`src/rtl/if_pkg.sv`:
```
// Shared types and widths for the instruction-fetch stage.
// Holds the reset PC default, bus widths and the IF->ID entry layout.
package if_pkg;

  localparam logic [31:0] RESET_PC_DEF = 32'h1c000000;

  localparam int PC_W        = 32;
  localparam int INST_W      = 32;
  localparam int BR_BUS_W    = 33;
  localparam int IF_ID_BUS_W = 64;

  typedef struct packed {
    logic [PC_W-1:0]   pc;
    logic [INST_W-1:0] inst;
  } if_id_t;

endpackage

```
`src/rtl/fetch_fifo.sv`:
```
// Synchronous FIFO with synchronous flush and no fall-through path.
// Ports: clk, resetn, push, pop, flush, wdata, rdata (head), count.
module fetch_fifo #(
  parameter int DEPTH = 4,
  parameter int WIDTH = 64,
  parameter int CNT_W = $clog2(DEPTH + 1)
) (
  input  logic             clk,
  input  logic             resetn,
  input  logic             push,
  input  logic             pop,
  input  logic             flush,
  input  logic [WIDTH-1:0] wdata,
  output logic [WIDTH-1:0] rdata,
  output logic [CNT_W-1:0] count
);

  localparam int PTR_W = $clog2(DEPTH);

  logic [WIDTH-1:0] mem [DEPTH];
  logic [PTR_W-1:0] head;
  logic [PTR_W-1:0] tail;

  // Storage needs no reset; only occupancy decides validity.
  always_ff @(posedge clk) begin
    if (resetn && !flush && push) begin
      mem[tail] <= wdata;
    end
  end

  always_ff @(posedge clk) begin
    if (!resetn || flush) begin
      head  <= '0;
      tail  <= '0;
      count <= '0;
    end else begin
      if (push) tail <= tail + PTR_W'(1);
      if (pop)  head <= head + PTR_W'(1);
      case ({push, pop})
        2'b10:   count <= count + CNT_W'(1);
        2'b01:   count <= count - CNT_W'(1);
        default: count <= count;
      endcase
    end
  end

  assign rdata = mem[head];

endmodule

```
`src/rtl/ifstage_fq.sv`:
```
// Fetch stage: sequential prefetch into a fetch queue, redirect on branch.
// Ports: clk, resetn, id_allowin, br_bus, IF->ID bus, inst SRAM, fq_count.
module ifstage_fq
  import if_pkg::*;
#(
  parameter logic [31:0] RESET_PC = RESET_PC_DEF,
  parameter int          FQ_DEPTH = 4,
  parameter int          CNT_W    = $clog2(FQ_DEPTH + 1)
) (
  input  logic                   clk,
  input  logic                   resetn,
  input  logic                   id_allowin,
  input  logic [BR_BUS_W-1:0]    br_bus,
  output logic                   if_validout,
  output logic [IF_ID_BUS_W-1:0] if_to_id_bus,
  output logic                   inst_sram_en,
  output logic [3:0]             inst_sram_we,
  output logic [PC_W-1:0]        inst_sram_addr,
  output logic [31:0]            inst_sram_wdata,
  input  logic [INST_W-1:0]      inst_sram_rdata,
  output logic [CNT_W-1:0]       fq_count
);

  localparam logic [CNT_W:0] DEPTH_V = (CNT_W + 1)'(FQ_DEPTH);

  logic            br_taken;
  logic [PC_W-1:0] br_target;
  logic [PC_W-1:0] fetch_pc;
  logic            req_q;
  logic [PC_W-1:0] req_pc_q;
  logic            pop;
  logic            push;
  logic [CNT_W:0]  used;
  if_id_t          wentry;
  if_id_t          hentry;

  assign br_taken  = br_bus[32];
  assign br_target = br_bus[31:0];

  assign if_validout = (fq_count != '0) & ~br_taken;
  assign pop         = if_validout & id_allowin;
  assign push        = req_q & ~br_taken;

  // Credit includes the in-flight response so a push never hits a full queue.
  assign used = {1'b0, fq_count}
              + {{CNT_W{1'b0}}, req_q}
              - {{CNT_W{1'b0}}, pop};

  assign inst_sram_addr  = br_taken ? br_target : fetch_pc;
  assign inst_sram_en    = resetn & (br_taken | (used < DEPTH_V));
  assign inst_sram_we    = 4'h0;
  assign inst_sram_wdata = 32'h0;

  always_ff @(posedge clk) begin
    if (!resetn) begin
      fetch_pc <= RESET_PC;
      req_q    <= 1'b0;
      req_pc_q <= '0;
    end else if (inst_sram_en) begin
      fetch_pc <= inst_sram_addr + 32'd4;
      req_q    <= 1'b1;
      req_pc_q <= inst_sram_addr;
    end else begin
      req_q <= 1'b0;
      if (br_taken) fetch_pc <= br_target;
    end
  end

  assign wentry.pc   = req_pc_q;
  assign wentry.inst = inst_sram_rdata;

  fetch_fifo #(
    .DEPTH (FQ_DEPTH),
    .WIDTH (IF_ID_BUS_W),
    .CNT_W (CNT_W)
  ) u_fifo (
    .clk    (clk),
    .resetn (resetn),
    .push   (push),
    .pop    (pop),
    .flush  (br_taken),
    .wdata  (wentry),
    .rdata  (hentry),
    .count  (fq_count)
  );

  assign if_to_id_bus = hentry;

endmodule

```
`config.mk`:
```
export PLATFORM = sky130hd
export DESIGN_NAME = ifstage_fq
export DESIGN_NICKNAME = d
export VERILOG_FILES = /design/src/rtl/if_pkg.sv /design/src/rtl/fetch_fifo.sv /design/src/rtl/ifstage_fq.sv
export SDC_FILE = /design/constraint.sdc
export NUM_CORES = 1
export LEC_CHECK = 0
export BUFFER_PORTS_ARGS = -buffer_cell sky130_fd_sc_hd__buf_2
export CORE_ASPECT_RATIO = 0.8
export CORE_MARGIN = 4
export CORE_UTILIZATION = 40
export DETAILED_ROUTE_END_ITERATION = 16
export HOLD_SLACK_MARGIN = 0.1
export PLACE_DENSITY = 0.67
export RECOVER_POWER = 100
export SETUP_SLACK_MARGIN = 0.3
export SYNTH_ARGS = -nofsm -noshare
export SYNTH_HDL_FRONTEND = slang
export SYNTH_HIERARCHICAL = 1
export SYNTH_SLANG_ARGS = --single-unit
```
`constraint.sdc`:
```
create_clock -name clk -period 3.5 [get_ports clk]
set_input_delay 0.7 -clock clk [delete_from_list [all_inputs] [get_ports clk]]
set_output_delay 0.7 -clock clk [all_outputs]
set_load 0.02 [all_outputs]
```
==> reports/results.txt, run 1 <==
outcome = complete, but fails checks
violations in the final reports = capacitance limit, slew limit
number of nets still failing antenna checks after routing = 0
Worst Skew = 0.0196 ns
worst setup slack after placement = 0.275 ns
fraction of final layout cells with drive strength greater than 1 = 19.2%
synth unique cells = 56
Die Footprint = 36200 um^2
synthesized area = 13300 um^2
Pins Over Slew Limit = 22
most common cell type on the critical path = nor2_4
required arrival time at the worst endpoint = 2.80 ns
number of buffers inserted for hold repair after clock tree synthesis = 0
total of max-cap violations = 1
delay-heaviest family, CP = simple AND/OR/NAND/NOR gates
TritonCTS buffer count = 35
number of antenna violations at the first check in global routing = 2
Pwr Total = 8.42 mW
final setup slack of the worst path = 0.265 ns
classification of the worst-slack hold path = in2reg
vertical die dimension = 171 um
CP cell instances = nor3_4, nor2_4, and2_4, ha_4, inv_2, ha_1, nand3b_1, a211o_4, and2_0, nor2_4, buf_6
peak supply drop = 312 uV
critical path peak fanout = 2
wire length per cell = 20.6 um
number of enable flip-flop cells after synthesis = 256
setup slack of the worst register-to-register path = 0.39 ns
total power per unit cell area = 544 nW/um^2
unrepaired setup endpoints after global routing = true
maximum number of pins on one net before global-route repair = 61
most used flip-flop cell after synthesis = edfxtp_1
worst path arrival time = 2.53 ns
Chip Width = 212 um
Clock Sinks = 330
Synthesis Warnings = 6
cell type of the slowest stage on the worst timing path = dfxtp_4
count of input and output buffers = 168
leading cell type in the layout, fill and taps excluded = edfxtp_1
number of H-tree branching levels = 2
Setup-failing EPs final = 0
number of synthesized register bits = 330
Worst Path Class, Setup = reg2out
floorplan core area = 32600 um^2
Final period util = 92.4%
register area share after synthesis = 68.9%
remaining max-slew budget at the tightest pin = -4.53%
drt drc = 0
Setup crit start kind = register
Std-Cell Rows = 59
proportion of synthesized flip-flops having asynchronous set or reset = 0%
first-pass GRT wire length = 45700 um
cell count after synthesis = 806
Yosys top cell by area = edfxtp_1
via density per instance = 5.18
post-route worst hold slack = 0.455 ns
number of endpoints with negative hold slack in the final report = 0
crit path time final = 3.23 ns
Detail Placement HPWL = 20000 um
Final Routed Wirelength = 29900 um
total negative setup slack = 0 ns
Fill cells = 2905
drt pass-1 iters = 5
total gr overflow = 0
maximum single-stage delay on the critical path = 0.35 ns
crit path buf inv count = 2
synthesized area divided by synthesized cell count = 16.5 um^2
Antenna diodes = 0
Starting Density = 40.8%
clk_lat worst skew = 0.51 ns
overall global routing resource usage = 16.3%
fraction of synthesized cell area taken by the top area cell type = 57.8%
Worst-path clk slew = 0.06 ns
clock tree root buffer cell = clkbuf_16
maximum clock rate = 309 MHz
Static Leakage = 5.31 nW
Boundary Pins = 205
transition at the pin with the smallest max-transition slack = 1.57 ns
Placer Congestion = 0.794
number of global-route vias before repair = 7631
TritonCTS clock tree = yes
starting DRC count in detailed routing = 542
top library cells by usage in the layout, fill and taps aside = edfxtp_1, clkbuf_1, dfxtp_1
maximum clock path buffer count = 3
# nets final = 1078
top post-synthesis cells by area = edfxtp_1, dfxtp_1, mux4_2, buf_4, mux2i_1
vias after detailed routing = 7515
nature of the critical path endpoint = output pin
synth-to-layout area growth = 16.5%
[path summary, 6_finish.rpt]
check | to | from | cells after the start
worst max register to register | req_pc_q[31]$_SDFFE_PN0P_ | u_fifo/count[2]$_SDFFE_PP0P_ | 13
worst min-delay path | u_fifo/mem[3][0]$_DFFE_PP_ | inst_sram_rdata[0] | 1
worst max-delay path | inst_sram_en | u_fifo/count[2]$_SDFFE_PP0P_ | 11
worst min register to register | u_fifo/mem[2][42]$_DFFE_PP_ | req_pc_q[10]$_SDFFE_PN0P_ | 0
[per-stage QoR]
| stage | area, um^2 | utilization [%] | cells |
|---|---|---|---|
| 6_report | 15500 | 47.5 | 1451 |
| 4_1_cts | 15800 | 48.4 | 1450 |
| 3_5_place_dp | 14600 | 44.7 | 1383 |
| 5_1_grt | 15500 | 47.5 | 1451 |
| 3_3_place_gp | 14600 | 44.7 | 1383 |
| 2_1_floorplan | 13600 | - | 841 |
[state kept, by name (all words and copies together) (netlist names), named ones only]
signal and cells:
u_fifo/tail 2, fetch_pc 32, u_fifo/count 3, u_fifo/head 2, req_pc_q 32, u_fifo/mem 256, req_q 1
[synthesized netlist by cell type (2+ instances only)]
library cell,instances
edfxtp_1,256
dfxtp_1,74
mux4_2,60
nor2_1,60
buf_4,37
inv_1,36
mux2i_1,26
nor3_1,26
a211oi_1,25
a21oi_1,18
nand2_1,17
clkbuf_1,14
buf_2,12
nand3_1,11
nand4_1,11
ha_1,9
a31oi_1,8
mux2_2,8
nor4_1,7
o21ai_0,7
and2_1,6
buf_12,6
nand3b_1,6
and3_1,5
o31a_1,5
buf_6,4
mux4_1,4
xor2_1,4
a21o_1,3
a31o_2,3
and4_1,3
nand4b_1,3
nor3b_1,3
or3_1,3
xnor2_1,3
buf_1,2
nor2b_1,2
[final cells by class]
cell class                      count  area [um^2]  share of cell area, %
Sequential cell                   330         9180                   59.3
Multi-Input combinational cell    398         3580                   23.1
Timing Repair Buffer              198          935                   6.03
Clock buffer                       41          908                   5.86
Tap cell                          427          534                   3.45
Clock inverter                     20          213                   1.37
Inverter                           37          139                  0.896
[cell families after synthesis]
group	after synthesis	synth area share (%)
DFF	330	68.9
and+or+nand+nor	166	6.27
buffers and inverters	113	5.32
muxes	98	13.6
AOI/OAI and AO/OA	81	4.40
adders and majority gates	10	0.997
xor gates and xnor gates	7	0.461
other	1	0.0282
[worst reg2reg max path, delay by kind of cell, from the launching register on]
kind / cells / cell delay (ns)
simple gates: 6 / 1.18
fa+ha+maj: 2 / 0.36
buf+inv: 3 / 0.72
flops: 1 / 0.35
compound gates: 2 / 0.39
[where the power goes]
part           total, mW  internal [mW]  switching [mW]
Combinational      0.465          0.141           0.323
Clock               3.61           2.16            1.45
Sequential          4.35           4.29          0.0520
[repair_timing]
item                                    4_1_cts  5_1_grt
pin swaps                                     5        3
setup buffers                                 6        1
gates resized for setup                      11        0
gates cloned                                  0        0
endpoints found under the setup margin        1        1
[per-layer routing]
layer,vias to the layer above,track usage (%),share of wire [%]
met1,3768,23.2,45
met2,246,26.3,47
met4,0,3.44,1.5
li1,3459,-,-
met3,42,3.43,6.6
met5,-,0,0
No activity file was read; power rests on OpenSTA's default activity.
==> run 2, diff against run 1 <==
--- a/config.mk
+++ b/config.mk
@@ -5,6 +5,7 @@
 export SDC_FILE = /design/constraint.sdc
 export NUM_CORES = 1
 export LEC_CHECK = 0
+export ABC_CLOCK_PERIOD_IN_PS = 3500
 export BUFFER_PORTS_ARGS = -buffer_cell sky130_fd_sc_hd__buf_2
 export CORE_ASPECT_RATIO = 0.8
 export CORE_MARGIN = 4
==> constraint.sdc (replaced) <==
create_clock -name clk -period 3.5 [get_ports clk]
set_input_delay 0 -clock clk [delete_from_list [all_inputs] [get_ports clk]]
set_output_delay 0 -clock clk [all_outputs]
set_load 0.02 [all_outputs]
==> run 2 against run 1 <==
Against the previous run: the flow still finishes with violations (capacitance limit, slew limit); first-iteration DRC count is 7.7% higher; critical path type is now reg2reg; highest routed layer is now met5; sequential power is essentially flat; worst setup slack better by 0.099 ns; largest power group unchanged.
==> reports/results.txt, run 2 (synthesis results as in run 1) <==
Starting Density = 40.8%
unrepaired setup endpoints after global routing = false
drt drc = 0
maximum number of pins on one net before global-route repair = 65
Final Routed Wirelength = 29700 um
Antenna diodes = 0
wire length per cell = 19.7 um
starting DRC count in detailed routing = 584
Hold Startpoint = br_bus[32]
total power per unit cell area = 522 nW/um^2
total negative setup slack = 0 ns
count of input and output buffers = 168
outcome = complete, but fails checks
worst path arrival time = 3.53 ns
nature of the critical path endpoint = register
clock tree root buffer cell = clkbuf_16
number of nets still failing antenna checks after routing = 0
crit path time final = 3.14 ns
Die Footprint = 36200 um^2
vertical die dimension = 171 um
number of H-tree branching levels = 2
first-pass GRT wire length = 44700 um
critical path peak fanout = 9
overall global routing resource usage = 16.0%
final cell utilization of the core = 49.2%
floorplan core area = 32600 um^2
maximum clock rate = 319 MHz
Pwr Total = 8.37 mW
drt pass-1 iters = 4
synth-to-layout area growth = 20.7%
Top Registers = u_fifo/mem x256, fetch_pc x32, req_pc_q x32
Setup-failing EPs final = 0
flip-flop count of the largest register after layout = 256
TritonCTS buffer count = 35
post-route worst hold slack = 0.175 ns
maximum clock path buffer count = 3
transition at the pin with the smallest max-transition slack = 1.90 ns
Worst R2R End = fetch_pc[28]$_SDFF_PN1_
fraction of final layout cells with drive strength greater than 1 = 17.1%
final setup slack of the worst path = 0.364 ns
Chip Width = 212 um
remaining max-slew budget at the tightest pin = -26.7%
top library cells by usage in the layout, fill and taps aside = edfxtp_1, clkbuf_1, dfxtp_1
Clock Sinks = 330
setup slack of the worst register-to-register path = 0.36 ns
hold path cells = 5
via density per instance = 5.08
TritonCTS clock tree = yes
required arrival time at the worst endpoint = 3.90 ns
Top reg by flops = u_fifo/mem
Std-Cell Rows = 59
depth of the worst register-to-register path = 13
worst setup slack after placement = 0.645 ns
number of global-route vias before repair = 7669
number of endpoints with negative hold slack in the final report = 0
Final period util = 89.6%
clk_lat worst skew = 0.51 ns
Setup crit start kind = register
number of antenna violations at the first check in global routing = 1
peak supply drop = 257 uV
Fill cells = 2837
Placer Congestion = 0.816
total of max-cap violations = 2
classification of the worst-slack hold path = in2reg
Worst Path Class, Setup = reg2reg
leading cell type in the layout, fill and taps excluded = edfxtp_1
Pins Over Slew Limit = 124
Worst-path clk slew = 0.06 ns
startpoint of the worst register-to-register path = u_fifo/count[2]$_SDFFE_PP0P_
violations in the final reports = capacitance limit, slew limit
total gr overflow = 0
Worst Skew = 0.0161 ns
Static Leakage = 5.51 nW
Detail Placement HPWL = 19000 um
# nets final = 1132
Boundary Pins = 205
vias after detailed routing = 7643
run 2: changes by cell type in the layout (fill, tap and decap cells not counted), moves of 3 or more:
cell | before | now
bufinv_16 | 4 | 1
dlygate4sd3_1 | 0 | 68
and3_2 | 1 | 5
and3_1 | 5 | 1
clkbuf_16 | 35 | 38
buf_4 | 14 | 3
run 2: layout make-up:
class	instances	area (um^2)	area share [%]
multi-input combinational	398	3580	22.3
sequential	330	9180	57.2
tap	427	534	3.33
timing repair buffer	252	1520	9.49
clock inverter	13	82.6	0.514
inverter	37	139	0.865
clock buffer	49	1010	6.31
run 2: critical path, stage by stage (launching register included):
cell and delay (ns):
dfxtp_1 0.47, nor3_1 0.10, nor2_1 0.12, and2_2 0.21, ha_1 0.16, inv_1 0.04, ha_1 0.26, nand3b_1 0.16
a211o_4 0.42, a21oi_1 0.14, buf_4 0.15, clkbuf_1 0.41, nand4_1 0.22, mux2i_1 0.16
run 2: what timing repair did:
item                                    CTS  global route
pin swaps                                 0             0
endpoints found under the hold margin   194             0
gates cloned                              0             0
endpoints found under the setup margin    1             3
gates resized for setup                   1             6
buffers inserted                          0             1
hold buffers                             68             0
run 2: power breakdown:
| part | total, mW | switching (mW) | internal, mW |
|---|---|---|---|
| Sequential | 4.35 | 0.0536 | 4.30 |
| Combinational | 0.519 | 0.331 | 0.188 |
| Clock | 3.50 | 1.42 | 2.09 |
run 2: worst max path at each step:
stage                                      start  slack, ns                         to  cells past startpoint
floorplan                             br_bus[32]       0.47    fetch_pc[26]$_SDFF_PN1_                     14
global placement    u_fifo/count[2]$_SDFFE_PP0P_       0.75  req_pc_q[31]$_SDFFE_PN0P_                     12
detailed placement  u_fifo/count[2]$_SDFFE_PP0P_       0.65  req_pc_q[15]$_SDFFE_PN0P_                     12
CTS                 u_fifo/count[2]$_SDFFE_PP0P_       0.38               inst_sram_en                     11
global route        u_fifo/count[2]$_SDFFE_PP0P_       0.17    fetch_pc[28]$_SDFF_PN1_                     13
finish              u_fifo/count[2]$_SDFFE_PP0P_       0.36    fetch_pc[28]$_SDFF_PN1_                     13
run 2: metal layers:
metal,global-route usage [%],wire [um]
met5,0,12
met4,3.95,508
met3,3.89,2110
met2,25.1,13700
met1,22.8,13300
run 2: through the flow:
stage	cell area [um^2]	std cells
2_1_floorplan	13400	841
3_3_place_gp	14400	1375
3_5_place_dp	14400	1375
4_1_cts	16200	1505
5_1_grt	16100	1506
6_report	16100	1506
==> run 3, diff against run 2 <==
--- a/config.mk
+++ b/config.mk
@@ -5,6 +5,7 @@
 export SDC_FILE = /design/constraint.sdc
 export NUM_CORES = 1
 export LEC_CHECK = 0
+export ABC_AREA = 1
 export ABC_CLOCK_PERIOD_IN_PS = 3500
 export BUFFER_PORTS_ARGS = -buffer_cell sky130_fd_sc_hd__buf_2
 export CORE_ASPECT_RATIO = 0.8
@@ -19,3 +20,4 @@
 export SYNTH_HDL_FRONTEND = slang
 export SYNTH_HIERARCHICAL = 1
 export SYNTH_SLANG_ARGS = --single-unit
+export TNS_END_PERCENT = 10
==> run 3 against run 2 <==
Against the previous run: critical path depth decreased by 8; sequential share of layout area shrank 1.0 points; cell area increased by 1.8%; count of clock-buffer cells in the layout shrank 3; worst hold slack got worse by 0.039 ns; the flow still finishes with violations (capacitance limit, slew limit); critical path type is now reg2out; largest cell class unchanged; clock power about the same; global-route usage up 0.60 points.
==> reports/results.txt, run 3 <==
outcome = complete, but fails checks
violations in the final reports = capacitance limit, slew limit
number of enable flip-flop cells after synthesis = 256
fraction of final layout cells with drive strength greater than 1 = 11.9%
Die Footprint = 37200 um^2
Boundary Pins = 205
transition at the pin with the smallest max-transition slack = 1.57 ns
floorplan core area = 33600 um^2
fraction of synthesized cell area taken by the top area cell type = 56.2%
synth-to-layout area growth = 19.5%
Worst Path Class, Setup = reg2out
classification of the worst-slack hold path = in2reg
required arrival time at the worst endpoint = 3.50 ns
total negative setup slack = 0 ns
number of nets still failing antenna checks after routing = 0
Std-Cell Rows = 60
Hold Startpoint = br_bus[31]
xor and xnor fraction of the mapped netlist area = 0%
count of input and output buffers = 168
vertical die dimension = 173 um
Placer Congestion = 0.882
crit path time final = 3.12 ns
wire length per cell = 16.6 um
Worst-path clk slew = 0.06 ns
Setup crit start kind = register
Sequential Power Share = 51.8%
Worst R2R End = fetch_pc[27]$_SDFF_PN1_
peak supply drop = 251 uV
TritonCTS buffer count = 35
final cell count without fillers = 1935
critical path peak fanout = 83
total setup buffers inserted after CTS = 0
number of antenna violations at the first check in global routing = 0
register area share after synthesis = 67.1%
Final Routed Wirelength = 32200 um
Power Internal = 6.54 mW
overall global routing resource usage = 16.6%
drt pass-1 iters = 5
depth of the worst register-to-register path = 18
Static Leakage = 6.00 nW
proportion of synthesized area in mux cells = 0%
worst setup slack after placement = 0.678 ns
unrepaired setup endpoints after global routing = false
remaining max-slew budget at the tightest pin = -4.68%
most used flip-flop cell after synthesis = edfxtp_1
cell count after synthesis = 1245
number of synthesized register bits = 330
synth cell count leaders = edfxtp_1, nand2_1, nor2_1, o21ai_0, dfxtp_1
dominant combinational cell family by area after synthesis = simple AND/OR/NAND/NOR gates
detailed route wirelength on metal2 = 14500 um
top library cells by usage in the layout, fill and taps aside = edfxtp_1, nand2_1, nor2_1
Routed met3 length = 2000 um
Detail Placement HPWL = 20400 um
top post-synthesis cells by area = edfxtp_1, dfxtp_1, nand2_1, nor2_1, o21ai_0
hold path cells = 4
proportion of synthesized flip-flops having asynchronous set or reset = 0%
total power per unit cell area = 515 nW/um^2
instance count after placement with tap cells included = 1806
first-pass GRT wire length = 50300 um
synthesized area divided by synthesized cell count = 11.0 um^2
clk_lat worst skew = 0.51 ns
Pins Over Slew Limit = 95
vias after detailed routing = 9501
maximum clock path buffer count = 3
Top Registers = u_fifo/mem x256, fetch_pc x32, req_pc_q x32
number of H-tree branching levels = 2
Synthesis Warnings = 6
Pwr Total = 8.41 mW
synthesized area = 13700 um^2
share of synthesized cell area in and, or, nand and nor gates = 14.6%
maximum clock rate = 320 MHz
Starting Density = 40.6%
setup slack of the worst register-to-register path = 0.49 ns
Setup-failing EPs final = 0
leading cell type in the layout, fill and taps excluded = edfxtp_1
combinational power share = 6.4%
hold-critical path endpoint = req_pc_q[31]$_SDFFE_PN0P_
total of max-cap violations = 2
power spent charging and discharging nets = 1.87 mW
Chip Width = 215 um
drt drc = 0
clock tree root buffer cell = clkbuf_16
Clock Sinks = 330
Yosys top cell by area = edfxtp_1
wl on met1 = 15100 um
synth unique cells = 35
starting DRC count in detailed routing = 701
compound-gate portion of the synthesized area = 10.2%
number of endpoints with negative hold slack in the final report = 0
TritonCTS clock tree = yes
Worst Skew = 0.0175 ns
nature of the critical path endpoint = output pin
startpoint of the worst register-to-register path = u_fifo/count[2]$_SDFFE_PP0P_
# nets final = 1554
number of global-route vias before repair = 9066
most used standard cell by instance count after synthesis = edfxtp_1
Final period util = 89.3%
Highest Signal Layer = met4
Antenna diodes = 0
Clock Power Share = 41.8%
Top reg by flops = u_fifo/mem
Post-Synth Adder-Cell Area = 0.970%
via density per instance = 4.91
maximum number of pins on one net before global-route repair = 87
Net Sw Frac = 22.3%
total gr overflow = 0
post-route worst hold slack = 0.137 ns
worst path arrival time = 3.12 ns
Fill cells = 3126
flip-flop count of the largest register after layout = 256
final setup slack of the worst path = 0.375 ns
==> run 3: changes by cell type in the layout (fill, tap and decap cells not counted), sizes merged, moves of 36 or more <==
cell	change
nand2	+206
inv	+36
mux4	-64
o22ai	+65
o21ai	+174
nor2	+137
==> run 3: critical path: stages (launching register included) <==
cell,delay [ns]
dfxtp_4,0.47
inv_2,1.15
buf_4,0.38
nor2_1,0.06
o22ai_1,0.23
clkbuf_1,0.27
==> run 3: worst max-delay path by stage <==
stage,from,end,slack (ns),cells past startpoint
after detailed placement,u_fifo/count[2]$_SDFFE_PP0P_,fetch_pc[21]$_SDFF_PN0_,0.68,17
after CTS,u_fifo/count[2]$_SDFFE_PP0P_,inst_sram_en,0.35,15
after global placement,u_fifo/count[2]$_SDFFE_PP0P_,fetch_pc[21]$_SDFF_PN0_,0.76,17
after global routing,register,if_to_id_bus[17],0.17,5
after floorplan,br_bus[32],u_fifo/mem[0][0]$_DFFE_PP_,-0.32,6
final,register,if_to_id_bus[10],0.38,5
==> run 3: logic make-up after synthesis <==
logic type | after synthesis
flops | 330
fa+ha+maj | 10
simple gates | 471
compound gates | 262
buf+inv | 171
other cells | 1
==> run 3: metrics by stage <==
stage / instance area [um^2] / utilization (%)
2_1_floorplan: 13800 / -
3_3_place_gp: 14800 / 44.0
3_5_place_dp: 14800 / 44.0
4_1_cts: 16600 / 49.3
5_1_grt: 16300 / 48.6
6_report: 16300 / 48.6
==> run 3: per-layer routing <==
| metal | vias up | global-route usage (%) |
|---|---|---|
| met3 | 41 | 3.29 |
| li1 | 4707 | - |
| met4 | 0 | 3.65 |
| met5 | - | 0 |
| met1 | 4457 | 24.0 |
| met2 | 296 | 26.2 |
==> run 3: power by group through the flow <==
stage	clock (mW)	sequential, mW	combinational (mW)
global placement	0	4.44	0.495
finish	3.51	4.36	0.542
global route	3.77	4.37	0.604
floorplan	0	4.42	0.359
CTS	3.60	4.36	0.563
detailed placement	0	4.44	0.502
==> run 3: area by class of cell <==
type                       instances  area, um^2  area share [%]
sequential                       330        9180            56.2
multi-input combinational        779        3640            22.3
timing repair buffer             255        1590            9.73
clock buffer                      46         990            6.06
tap                              434         543            3.32
inverter                          75         289            1.77
clock inverter                    16         115           0.705
==> run 3: repair_timing <==
item                                   in CTS  in global routing
resized for setup                           0                  7
setup endpoints to repair                   0                  7
endpoints found under the hold margin     194                  0
hold buffers                               67                  0
